### config.mk
export PLATFORM = sky130hd
export DESIGN_NAME = gal_prog_seq
export DESIGN_NICKNAME = d
export VERILOG_FILES = /design/src/rtl/gal_prog_seq.sv
export SDC_FILE = /design/constraint.sdc
export NUM_CORES = 1
export LEC_CHECK = 0
export BUFFER_PORTS_ARGS = -buffer_cell sky130_fd_sc_hd__buf_2
export CORE_UTILIZATION = 58
export DETAILED_ROUTE_END_ITERATION = 10
export GPL_TIMING_DRIVEN = 0
export PLACE_DENSITY = 0.95
export REMOVE_ABC_BUFFERS = 1
export SKIP_CTS_REPAIR_TIMING = 1
export SYNTH_ARGS = -nofsm -noshare
export SYNTH_HDL_FRONTEND = slang
export SYNTH_SLANG_ARGS = --single-unit
### constraint.sdc
create_clock -name C -period 5.36 [get_ports C]
set_clock_uncertainty 0.05 [all_clocks]
set_input_delay 1.072 -clock C [delete_from_list [all_inputs] [get_ports C]]
set_output_delay 1.072 -clock C [all_outputs]
set_load 0.05 [all_outputs]
### src/rtl/gal_prog_seq.sv
// gal_prog_seq: row-sequential GAL fuse programming controller (load, shift, pulse, optional readback).
// Build option: define GAL_PROG_VERIFY_EN to include the VERIFY readback/compare stage.
//   state  | meaning
//   IDLE   | waiting for start
//   LOAD   | row_ready high, waiting for a host row
//   SHIFT  | serialising the row LSB first, two cycles per bit
//   PULSE  | pgm high for PULSE_CYCLES cycles
//   GAP    | one quiet cycle after the pulse
//   VERIFY | settle cycle, then readback and compare (GAL_PROG_VERIFY_EN only)
//   NEXT   | advance the address or finish
//   FIN    | one-cycle done, back to IDLE
module gal_prog_seq #(
  parameter int COLS         = 32,
  parameter int ROW_BITS     = 6,
  parameter int PULSE_CYCLES = 16
) (
  input  logic                C,
  input  logic                R,
  input  logic                start,
  input  logic [ROW_BITS-1:0] row_first,
  input  logic [ROW_BITS-1:0] row_last,
  output logic                busy,
  output logic                done,
  output logic                err,
  input  logic [COLS-1:0]     row_data,
  input  logic                row_valid,
  output logic                row_ready,
  output logic [ROW_BITS-1:0] addr,
  output logic                sdin,
  output logic                sclk,
  output logic                pgm,
  output logic                rd,
  input  logic                sdout
);

  localparam int CNT_MAX = (2 * COLS > PULSE_CYCLES) ? 2 * COLS : PULSE_CYCLES;
  localparam int CW      = $clog2(CNT_MAX + 1);
  localparam logic [CW-1:0] CNT_SHIFT = CW'(2 * COLS - 1);
  localparam logic [CW-1:0] CNT_PULSE = CW'(PULSE_CYCLES - 1);
`ifdef GAL_PROG_VERIFY_EN
  localparam logic [CW-1:0] CNT_VFY   = CW'(2 * COLS);
`endif

  typedef enum logic [2:0] {
    S_IDLE, S_LOAD, S_SHIFT, S_PULSE, S_GAP, S_VERIFY, S_NEXT, S_FIN
  } state_t;

  state_t              state_q, state_d;
  logic [CW-1:0]       cnt_q, cnt_d;
  logic [COLS-1:0]     sr_q, sr_d;
  logic [ROW_BITS-1:0] addr_q, addr_d;
  logic [ROW_BITS-1:0] last_q, last_d;
  logic                err_q, err_d;
  logic                busy_q, busy_d;
  logic                done_q, done_d;
  logic                row_ready_q, row_ready_d;
  logic                sdin_q, sdin_d;
  logic                sclk_q, sclk_d;
  logic                pgm_q, pgm_d;
  logic                rd_q, rd_d;
`ifdef GAL_PROG_VERIFY_EN
  logic [COLS-1:0]     row_q, row_d;
`else
  logic                sdout_unused;
  assign sdout_unused = sdout;
`endif

  always_comb begin
    state_d = state_q;
    cnt_d   = cnt_q;
    sr_d    = sr_q;
    addr_d  = addr_q;
    last_d  = last_q;
    err_d   = err_q;
`ifdef GAL_PROG_VERIFY_EN
    row_d   = row_q;
`endif
    case (state_q)
      S_IDLE: begin
        if (start) begin
          if (row_first <= row_last) begin
            last_d  = row_last;
            addr_d  = row_first;
            err_d   = 1'b0;
            state_d = S_LOAD;
          end else begin
            err_d   = 1'b1;
            state_d = S_FIN;
          end
        end
      end
      S_LOAD: begin
        if (row_valid && row_ready_q) begin
          sr_d    = row_data;
`ifdef GAL_PROG_VERIFY_EN
          row_d   = row_data;
`endif
          cnt_d   = CNT_SHIFT;
          state_d = S_SHIFT;
        end
      end
      S_SHIFT: begin
        if (sclk_q) sr_d = sr_q >> 1;
        if (cnt_q == '0) begin
          cnt_d   = CNT_PULSE;
          state_d = S_PULSE;
        end else begin
          cnt_d = cnt_q - CW'(1);
        end
      end
      S_PULSE: begin
        if (cnt_q == '0) state_d = S_GAP;
        else             cnt_d   = cnt_q - CW'(1);
      end
      S_GAP: begin
`ifdef GAL_PROG_VERIFY_EN
        cnt_d   = CNT_VFY;
        sr_d    = row_q;
        state_d = S_VERIFY;
`else
        state_d = S_NEXT;
`endif
      end
`ifdef GAL_PROG_VERIFY_EN
      S_VERIFY: begin
        // sclk_q high marks the cycle in which the device presents bit k on sdout
        if (sclk_q) begin
          if (sdout != sr_q[0]) err_d = 1'b1;
          sr_d = sr_q >> 1;
        end
        if (cnt_q == '0) state_d = S_NEXT;
        else             cnt_d   = cnt_q - CW'(1);
      end
`endif
      S_NEXT: begin
        if (err_q || (addr_q == last_q)) begin
          state_d = S_FIN;
        end else begin
          addr_d  = addr_q + ROW_BITS'(1);
          state_d = S_LOAD;
        end
      end
      S_FIN:   state_d = S_IDLE;
      default: state_d = S_IDLE;
    endcase

    // Outputs are decoded from the next state so every pin comes straight from a flop.
    busy_d      = (state_d != S_IDLE) && (state_d != S_FIN);
    done_d      = (state_d == S_FIN);
    row_ready_d = (state_d == S_LOAD);
    sdin_d      = 1'b0;
    sclk_d      = 1'b0;
    pgm_d       = 1'b0;
    rd_d        = 1'b0;
    case (state_d)
      S_SHIFT: begin
        sdin_d = sr_d[0];
        sclk_d = ~cnt_d[0];
      end
      S_PULSE: pgm_d = 1'b1;
`ifdef GAL_PROG_VERIFY_EN
      S_VERIFY: begin
        rd_d   = 1'b1;
        sclk_d = ~cnt_d[0] && (cnt_d != CNT_VFY);
      end
`endif
      default: ;
    endcase
  end

  always_ff @(posedge C) begin
    if (R) begin
      state_q     <= S_IDLE;
      cnt_q       <= '0;
      sr_q        <= '0;
      addr_q      <= '0;
      last_q      <= '0;
      err_q       <= 1'b0;
      busy_q      <= 1'b0;
      done_q      <= 1'b0;
      row_ready_q <= 1'b0;
      sdin_q      <= 1'b0;
      sclk_q      <= 1'b0;
      pgm_q       <= 1'b0;
      rd_q        <= 1'b0;
`ifdef GAL_PROG_VERIFY_EN
      row_q       <= '0;
`endif
    end else begin
      state_q     <= state_d;
      cnt_q       <= cnt_d;
      sr_q        <= sr_d;
      addr_q      <= addr_d;
      last_q      <= last_d;
      err_q       <= err_d;
      busy_q      <= busy_d;
      done_q      <= done_d;
      row_ready_q <= row_ready_d;
      sdin_q      <= sdin_d;
      sclk_q      <= sclk_d;
      pgm_q       <= pgm_d;
      rd_q        <= rd_d;
`ifdef GAL_PROG_VERIFY_EN
      row_q       <= row_d;
`endif
    end
  end

  assign busy      = busy_q;
  assign done      = done_q;
  assign err       = err_q;
  assign row_ready = row_ready_q;
  assign addr      = addr_q;
  assign sdin      = sdin_q;
  assign sclk      = sclk_q;
  assign pgm       = pgm_q;
  assign rd        = rd_q;

endmodule
==> results.sh, run 1 <==
export IMPL_status="completed"
export IMPL_syn_inst=344
export IMPL_ant_nets=0
export IMPL_r2r_slack_ns=2.34
export IMPL_cts_max_path_buffers=2
export IMPL_async_reset_ff_share_pct=0
export IMPL_final_max_slew_viol_count=0
export IMPL_dp_hpwl_um=4300
export IMPL_fmax_ghz=0.3311
export IMPL_reg2reg_depth=6
export IMPL_firstDrtPassIters=4
export IMPL_boundaryPins=63
export IMPL_grt_pass1_wl_um=10140
export IMPL_layout_common_cells="dfxtp_1 (61), buf_2 (60), nand2_1 (52), a21oi_1 (47), a22oi_1 (31)"
export IMPL_cts_tree="yes"
export IMPL_die_h_um=72.21
export IMPL_netlist_top_cells_area="dfxtp_1 (43%), a21oi_1 (8.2%), a22oi_1 (8.1%)"
export IMPL_layout_setup_ws_ns=2.340
export IMPL_vias=2664
export IMPL_n_antenna_cell=0
export IMPL_crit_path_start_kind="register"
export IMPL_critPathLaunch="state_q[0]"
export IMPL_htree_levels=3
export IMPL_portBuffers=60
export IMPL_synth_largest_area_cell="dfxtp_1"
export IMPL_ys_ff_latch=61
export IMPL_cts_root_buf="clkbuf_8"
export IMPL_vias_per_cell=5.717
export IMPL_finalHoldViolations=0
export IMPL_core_area_um2=4723
export IMPL_ys_seq_area_share_pct=42.71
export IMPL_crit_end="sdin"
export IMPL_antenna_found_initial=0
export IMPL_drive_gt1_share_pct=20.30
export IMPL_tightestPinTransition_ns=1.179
export IMPL_synth_avg_cell_area_um2=8.311
export IMPL_fillerInstances=379
export IMPL_synth_edff_count=0
export IMPL_grt_total_usage_pct=25.60
export IMPL_drt_initial_drc_count=236
export IMPL_min_path_type="register to register"
export IMPL_dieWidth_um=72.21
export IMPL_power_density_nw_per_um2=451.0
export IMPL_die_area_um2=5214
export IMPL_layout_commonest_cell="dfxtp_1"
export IMPL_syn2layout_area_growth_pct=15.80
export IMPL_finalSetupViolCount=0
export IMPL_leakage_uw=0.001361
export IMPL_worstSkewPairLatency_ns=0.34
export IMPL_worstPathRequired_ns=5.59
export IMPL_fin_setup_tns_ns=0
export IMPL_clock_sinks=61
export IMPL_grt_overflow=0
export IMPL_reg2reg_from="state_q[0]"
export IMPL_grt_max_degree=53
export IMPL_finalCritPeriodShare_pct=56.35
export IMPL_initial_core_util_pct=60.53
export IMPL_wl_per_cell_um=13.67
export IMPL_slew_headroom_pct=21.31
export IMPL_drc=0
export IMPL_ir_drop_v=0.0002222
export IMPL_synth_area_um2=2859
export IMPL_endpoint_kind="register"
export IMPL_final_cells=466
export IMPL_place_inst=450
export IMPL_maxCapViolCount=0
export IMPL_r2r_end="sdin"
export IMPL_synth_ff_type="dfxtp_1"
export IMPL_synth_top_area_share_pct=42.71
export IMPL_rows=25
export IMPL_rsz0062_at_grt="false"
export IMPL_power_uw=1493
export IMPL_final_nets=452
export IMPL_dp_slack_ns=2.139
export IMPL_cp_arrival_ns=3.25
export IMPL_cts_reportedPaths_clkPinSlew_ns=0.06
export IMPL_wirelength_um=6368
export IMPL_synth_cell_type_count=49
export IMPL_cts_made_buffers=9
export IMPL_yosys_warnings=0
export IMPL_path_max_fanout=33
export IMPL_place_gp_congestion=0.8833
export IMPL_period_needed_ns=3.020
export IMPL_grt_pass1_vias=2257
export IMPL_crit_type="register to register"
-- worst min path at each step --
stage / slack, ns / cells after the start / endpoint / start
3_5_place_dp: 0.40 / 2 / sr_q[12] / sr_q[12]
3_3_place_gp: 0.39 / 2 / sr_q[12] / sr_q[12]
4_1_cts: 0.40 / 2 / sr_q[12] / sr_q[12]
2_1_floorplan: 0.38 / 2 / sr_q[0] / sr_q[0]
5_1_grt: 0.42 / 2 / sr_q[12] / sr_q[12]
6_report: 0.40 / 2 / sr_q[9] / sr_q[9]
-- registers in the layout, summed over array words and instances (netlist names) --
register   cells
done           1
addr           6
sclk           1
last_q         6
state_q        3
err            1
pgm            1
cnt_q          7
row_ready      1
sr_q          32
busy           1
sdin           1
-- area by class of cell --
cell class              instances  area (um^2)  share of cell area [%]
clock buffers                  14        142.6                   4.308
repair buffers                 61        327.8                   9.902
clock inverters                 2        10.01                  0.3023
flip-flops and latches         61         1221                   36.89
well taps                      67        83.83                   2.532
multi-input cells             245         1465                   44.26
inverters                      16        60.06                   1.814
-- worst max-delay path, stage by stage, from the launching register on --
cell and delay [ns]:
dfxtp_1 0.44, and2b_1 0.27, and3b_1 0.56, nor2_2 1.07, nand2_1 0.15, a21oi_1 0.25
and2_1 0.15
-- synthesized netlist by cell type (3+ instances only) --
library cell  number
nor3_1             5
a311oi_1           4
ha_1               9
a21oi_1           47
a211oi_1           4
nor2_1            22
inv_1             14
nor2b_1            3
and2_1             3
nor3b_1            3
clkbuf_1           9
buf_2              8
nand3_1            5
and3_1             3
o21ai_0           10
dfxtp_1           61
xor2_1             8
a22oi_1           31
o21ai_1            5
nand2_1           52
-- per-layer routing --
layer  up-vias  wire (um)  global-route usage (%)
met1      1261       2722                   30.42
met4         0        116                   9.586
li1       1312          -                       -
met2        80       3176                   42.37
met3        11        353                   9.306
met5         -          0                       0
-- cell families after synthesis --
kind of cell | synth area share (%)
AO/OA/AOI/OAI | 25.95
AND/OR/NAND/NOR | 17.37
flip-flops | 42.71
buffers and inverters | 6.127
XOR/XNOR | 3.064
adder cells (fa/ha/maj) | 3.939
multiplexers | 0.7002
other | 0.1312
-- stage by stage --
| step | instance area (um^2) | util (%) | hold WS (ns) |
|---|---|---|---|
| after CTS | 3311 | 70.09 | 0.4049 |
| after global placement | 3128 | 66.23 | 0.3911 |
| after detailed placement | 3158 | 66.86 | 0.3960 |
| after floorplan | 2744 | - | 0.3767 |
| after global routing | 3311 | 70.09 | 0.4246 |
| final | 3311 | 70.09 | 0.4035 |
-- where the power goes --
group | switching, uW | total, uW | internal [uW] | leakage, uW
combinational | 362 | 569 | 206 | 0.000787
clock | 167 | 334 | 167 | 0.0000784
sequential | 69.8 | 591 | 521 | 0.000495
Power figures use the tool's default switching activity.
==> inputs of run 2 (changes only) <==
--- a/config.mk
+++ b/config.mk
@@ -6,10 +6,10 @@
 export NUM_CORES = 1
 export LEC_CHECK = 0
 export BUFFER_PORTS_ARGS = -buffer_cell sky130_fd_sc_hd__buf_2
-export CORE_UTILIZATION = 58
+export CORE_UTILIZATION = 54
 export DETAILED_ROUTE_END_ITERATION = 10
 export GPL_TIMING_DRIVEN = 0
-export PLACE_DENSITY = 0.95
+export PLACE_DENSITY = 0.9
 export REMOVE_ABC_BUFFERS = 1
 export SKIP_CTS_REPAIR_TIMING = 1
 export SYNTH_ARGS = -nofsm -noshare
==> constraint.sdc (replaced) <==
create_clock -name C -period 3.1 [get_ports C]
set_clock_uncertainty 0.05 [all_clocks]
set_input_delay 0.62 -clock C [delete_from_list [all_inputs] [get_ports C]]
set_output_delay 0.62 -clock C [all_outputs]
set_load 0.05 [all_outputs]
==> run 2 against run 1 <==
Against the previous run:
- via count is 1.4% lower
- flip-flop and latch count is the same
- hold slack is essentially flat
- clock power is 110% higher
- combinational power increased by 72%
- register-to-register slack got worse by 1.9 ns
- critical endpoint unchanged
- largest power group unchanged
- highest routed layer unchanged
==> results.sh, run 2 (synthesis gave the netlist of run 1 again) <==
export IMPL_htree_levels=3
export IMPL_top_regs="sr_q: 32 flops, cnt_q: 7 flops"
export IMPL_boundaryPins=63
export IMPL_cts_tree="yes"
export IMPL_largest_reg_flops=32
export IMPL_place_gp_congestion=0.8632
export IMPL_worst_hold_slack_ns=0.4039
export IMPL_die_h_um=74.76
export IMPL_layout_commonest_cell="dfxtp_1"
export IMPL_cts_reportedPaths_clkPinSlew_ns=0.06
export IMPL_layout_common_cells="dfxtp_1 (61), buf_2 (60), nand2_1 (52), a21oi_1 (47), a22oi_1 (31)"
export IMPL_firstDrtPassIters=4
export IMPL_portBuffers=60
export IMPL_power_density_nw_per_um2=801.3
export IMPL_leakage_uw=0.001381
export IMPL_fillerInstances=440
export IMPL_rows=26
export IMPL_final_util_pct=65.65
export IMPL_grt_overflow=0
export IMPL_n_antenna_cell=0
export IMPL_worstPathRequired_ns=3.28
export IMPL_tightestPinTransition_ns=1.238
export IMPL_antenna_found_initial=0
export IMPL_drc=0
export IMPL_reg2reg_depth=6
export IMPL_grt_pass1_vias=2330
export IMPL_critPathLaunch="state_q[0]"
export IMPL_finalCritPeriodShare_pct=85.89
export IMPL_multi_input_area_um2=1470
export IMPL_final_nets=452
export IMPL_status="completed"
export IMPL_finalSetupViolCount=0
export IMPL_dieWidth_um=74.76
export IMPL_final_max_slew_viol_count=0
export IMPL_drive_gt1_share_pct=20.96
export IMPL_cp_arrival_ns=2.84
export IMPL_cts_made_buffers=9
export IMPL_cts_root_buf="clkbuf_8"
export IMPL_core_area_um2=5107
export IMPL_regMostFlops="sr_q"
export IMPL_crit_type="register to register"
export IMPL_crit_path_start_kind="register"
export IMPL_worstSkewPairLatency_ns=0.34
export IMPL_maxCapViolCount=0
export IMPL_vias=2626
export IMPL_cts_max_path_buffers=2
export IMPL_wl_per_cell_um=13.58
export IMPL_initial_core_util_pct=55.98
export IMPL_ant_nets=0
export IMPL_r2r_end="sdin"
export IMPL_period_needed_ns=2.663
export IMPL_r2r_slack_ns=0.44
export IMPL_clock_sinks=61
export IMPL_vias_per_cell=5.635
export IMPL_grt_pass1_wl_um=9984
export IMPL_slew_headroom_pct=17.46
export IMPL_min_from="sr_q[3]"
export IMPL_rsz0062_at_grt="false"
export IMPL_die_area_um2=5589
export IMPL_grt_max_degree=53
export IMPL_grt_total_usage_pct=23.63
export IMPL_syn2layout_area_growth_pct=17.29
export IMPL_fmax_ghz=0.3756
export IMPL_dp_hpwl_um=4253
export IMPL_holdPathStages=2
export IMPL_crit_end="sdin"
export IMPL_min_path_type="register to register"
export IMPL_drt_initial_drc_count=214
export IMPL_reg2reg_from="state_q[0]"
export IMPL_endpoint_kind="register"
export IMPL_wirelength_um=6329
export IMPL_ir_drop_v=0.0004239
export IMPL_path_max_fanout=33
export IMPL_register_area_um2=1221
export IMPL_finalHoldViolations=0
-- run 2: area by class of cell --
type,count,area share [%]
multi-input combinational,245,43.84
sequential,61,36.42
timing repair buffer,61,9.776
clock buffer,11,4.515
tap,70,2.612
inverter,16,1.791
clock inverter,2,1.045
-- run 2: worst min-delay path by stage --
stage | to | slack (ns)
2_1_floorplan | sr_q[0] | 0.38
3_3_place_gp | sr_q[1] | 0.39
3_5_place_dp | sr_q[18] | 0.40
4_1_cts | sr_q[18] | 0.40
5_1_grt | sr_q[14] | 0.42
6_report | sr_q[3] | 0.40
-- run 2: metrics by stage --
stage	total power, uW	TNS, ns	setup slack (ns)	cell area, um^2	cells
after floorplan	1762	-0.4354	-0.1413	2744	322
after global placement	1957	-33.83	-1.155	3132	452
after detailed placement	1995	0	0.1432	3162	453
after CTS	2684	0	0.1258	3348	466
after global routing	2853	0	0.2171	3353	466
final	2687	0	0.4375	3353	466
-- run 2: where the power goes --
group | switching (uW) | internal, uW | leakage, uW | total (uW)
combinational | 618 | 358 | 0.000789 | 976
sequential | 123 | 901 | 0.000495 | 1020
clock | 287 | 400 | 0.0000971 | 687
-- run 2: routing by layer --
layer,global-route usage (%),up-vias,routed length [um]
met2,38.24,67,3111
met3,5.355,11,239
met4,12.58,0,114
met5,0,-,0
met1,29.41,1234,2863
li1,-,1314,-
-- run 2: critical path, stage by stage (launching register included) --
cell     delay, ns
dfxtp_1       0.38
and2b_1       0.32
and3b_1       1.01
nor2_4        0.33
nand2_1       0.16
a21oi_1       0.10
and2_1        0.19
==> inputs of run 3 (changes only) <==
--- a/config.mk
+++ b/config.mk
@@ -6,10 +6,12 @@
 export NUM_CORES = 1
 export LEC_CHECK = 0
 export BUFFER_PORTS_ARGS = -buffer_cell sky130_fd_sc_hd__buf_2
-export CORE_UTILIZATION = 54
+export CELL_PAD_IN_SITES_DETAIL_PLACEMENT = 1
+export CELL_PAD_IN_SITES_GLOBAL_PLACEMENT = 2
+export CORE_UTILIZATION = 31
 export DETAILED_ROUTE_END_ITERATION = 10
 export GPL_TIMING_DRIVEN = 0
-export PLACE_DENSITY = 0.9
+export PLACE_DENSITY = 0.89
 export REMOVE_ABC_BUFFERS = 1
 export SKIP_CTS_REPAIR_TIMING = 1
 export SYNTH_ARGS = -nofsm -noshare
==> run 3 against run 2 <==
Against the previous run:
- worst setup slack worse by 0.027 ns
- combinational power rose by 2%
- hold slack better by 0.0023 ns
- cell count increased by 8.6%
- via count fell by 1.4%
- final area grew 1.8%
- clock-buffer cell count decreased by 2
- critical path type unchanged
- clock power is 16% higher
- the flow now finishes with violations (DRC)
- flip-flop and latch count stayed put
- sequential share of layout area shrank 0.64 points
- power increased by 4.8%
==> results.sh, run 3 (synthesis gave the netlist of run 1 again) <==
export IMPL_core_area_um2=8806
export IMPL_n_antenna_cell=0
export IMPL_layout_commonest_cell="dfxtp_1"
export IMPL_grt_pass1_vias=2578
export IMPL_cp_depth=6
export IMPL_grt_total_usage_pct=16.00
export IMPL_boundaryPins=63
export IMPL_worstSkewPairLatency_ns=0.35
export IMPL_holdPathStages=2
export IMPL_vias_per_cell=5.117
export IMPL_crit_type="register to register"
export IMPL_slew_headroom_pct=12.60
export IMPL_cts_made_buffers=9
export IMPL_grt_overflow=0
export IMPL_cts_max_path_buffers=2
export IMPL_worst_path_dominant_cell_family="simple AND/OR/NAND/NOR gates"
export IMPL_critPathLaunch="state_q[1]"
export IMPL_cts_root_buf="clkbuf_8"
export IMPL_layout_common_cells="dfxtp_1 (61), buf_2 (60), nand2_1 (52), a21oi_1 (47), a22oi_1 (31)"
export IMPL_layout_setup_ws_ns=0.4101
export IMPL_die_area_um2=9611
export IMPL_min_path_type="register to register"
export IMPL_initial_core_util_pct=32.47
export IMPL_final_nets=451
export IMPL_cts_reportedPaths_clkPinSlew_ns=0.08
export IMPL_fmax_ghz=0.3718
export IMPL_fillerInstances=1077
export IMPL_dp_slack_ns=0.06716
export IMPL_portBuffers=60
export IMPL_status="finished, violations left"
export IMPL_worst_hold_slack_ns=0.4062
export IMPL_crit_end="sdin"
export IMPL_cts_tree="yes"
export IMPL_path_max_fanout=33
export IMPL_power_uw=2817
export IMPL_r2r_slack_ns=0.41
export IMPL_die_h_um=98.04
export IMPL_largest_reg_flops=32
export IMPL_drt_initial_drc_count=91
export IMPL_top_regs="sr_q: 32 flops, cnt_q: 7 flops"
export IMPL_ant_nets=0
export IMPL_finalCritPeriodShare_pct=86.77
export IMPL_final_max_slew_viol_count=0
export IMPL_dieWidth_um=98.04
export IMPL_leakage_uw=0.001379
export IMPL_place_gp_congestion=0.7119
export IMPL_reg2reg_from="state_q[1]"
export IMPL_firstDrtPassIters=7
export IMPL_htree_levels=3
export IMPL_worstPathRequired_ns=3.29
export IMPL_dp_hpwl_um=5017
export IMPL_crit_path_start_kind="register"
export IMPL_crit_buf_inv=0
export IMPL_regMostFlops="sr_q"
export IMPL_antenna_found_initial=0
export IMPL_crit_path_top_delay_cell="and3b_1"
export IMPL_cp_arrival_ns=2.88
export IMPL_fin_setup_tns_ns=0
export IMPL_syn2layout_area_growth_pct=19.39
export IMPL_period_needed_ns=2.690
export IMPL_ir_drop_v=0.0003711
export IMPL_finalHoldViolations=0
export IMPL_grt_pass1_wl_um=12150
export IMPL_wirelength_um=7319
export IMPL_maxCapViolCount=0
export IMPL_drc=6
export IMPL_finalSetupViolCount=0
export IMPL_grt_max_degree=53
export IMPL_max_stage_delay_ns=1.06
export IMPL_violations="DRC"
export IMPL_rsz0062_at_grt="false"
export IMPL_r2r_end="sdin"
export IMPL_reg2reg_depth=6
export IMPL_endpoint_kind="register"
export IMPL_power_density_nw_per_um2=825.2
export IMPL_crit_chain="and2b_1, and3b_1, nor2_4, nand2_1, a21oi_1, and2_1"
export IMPL_vias=2589
export IMPL_wl_per_cell_um=14.46
export IMPL_drive_gt1_share_pct=21.36
export IMPL_tightestPinTransition_ns=1.311
export IMPL_clock_sinks=61
export IMPL_rows=34
[run 3: final cells by class]
class	count	area [um^2]	area share, %
Tap cell	108	135.1	3.959
Clock inverter	7	97.59	2.859
Multi-Input combinational cell	245	1475	43.22
Timing Repair Buffer	60	300.3	8.798
Inverter	16	60.06	1.760
Sequential cell	61	1221	35.78
Clock buffer	9	123.9	3.629
[run 3: worst min-delay path by stage]
stage	slack [ns]	to	startpoint
global placement	0.39	sr_q[23]	sr_q[23]
detailed placement	0.40	sr_q[20]	sr_q[20]
finish	0.41	sr_q[5]	sr_q[5]
CTS	0.41	sr_q[24]	sr_q[24]
global route	0.43	sr_q[12]	sr_q[12]
floorplan	0.38	sr_q[0]	sr_q[0]
[run 3: power by group]
group / internal (uW) / total [uW] / switching, uW
sequential: 900 / 1030 / 127
clock: 455 / 796 / 342
combinational: 354 / 993 / 638
total: 1710 / 2820 / 1110
[run 3: metal layers]
metal,GRT usage (%),vias up,wire [um]
met4,5.245,0,87
li1,-,1308,-
met2,25.57,48,3417
met1,20.44,1228,3449
met3,5.011,5,365
met5,0,-,0
[run 3: metrics by stage]
step           instances  instance area, um^2  util, %
5_1_grt              506                 3413    38.76
3_5_place_dp         490                 3187    36.19
2_1_floorplan        322                 2744        -
4_1_cts              506                 3408    38.70
3_3_place_gp         490                 3179    36.10
6_report             506                 3413    38.76
[run 3: worst reg2reg max path, delay by kind of cell, from the launching register on]
| kind | cells | cell delay (ns) |
|---|---|---|
| DFF | 1 | 0.45 |
| AOI/OAI and AO/OA | 1 | 0.09 |
| and+or+nand+nor | 5 | 2.01 |
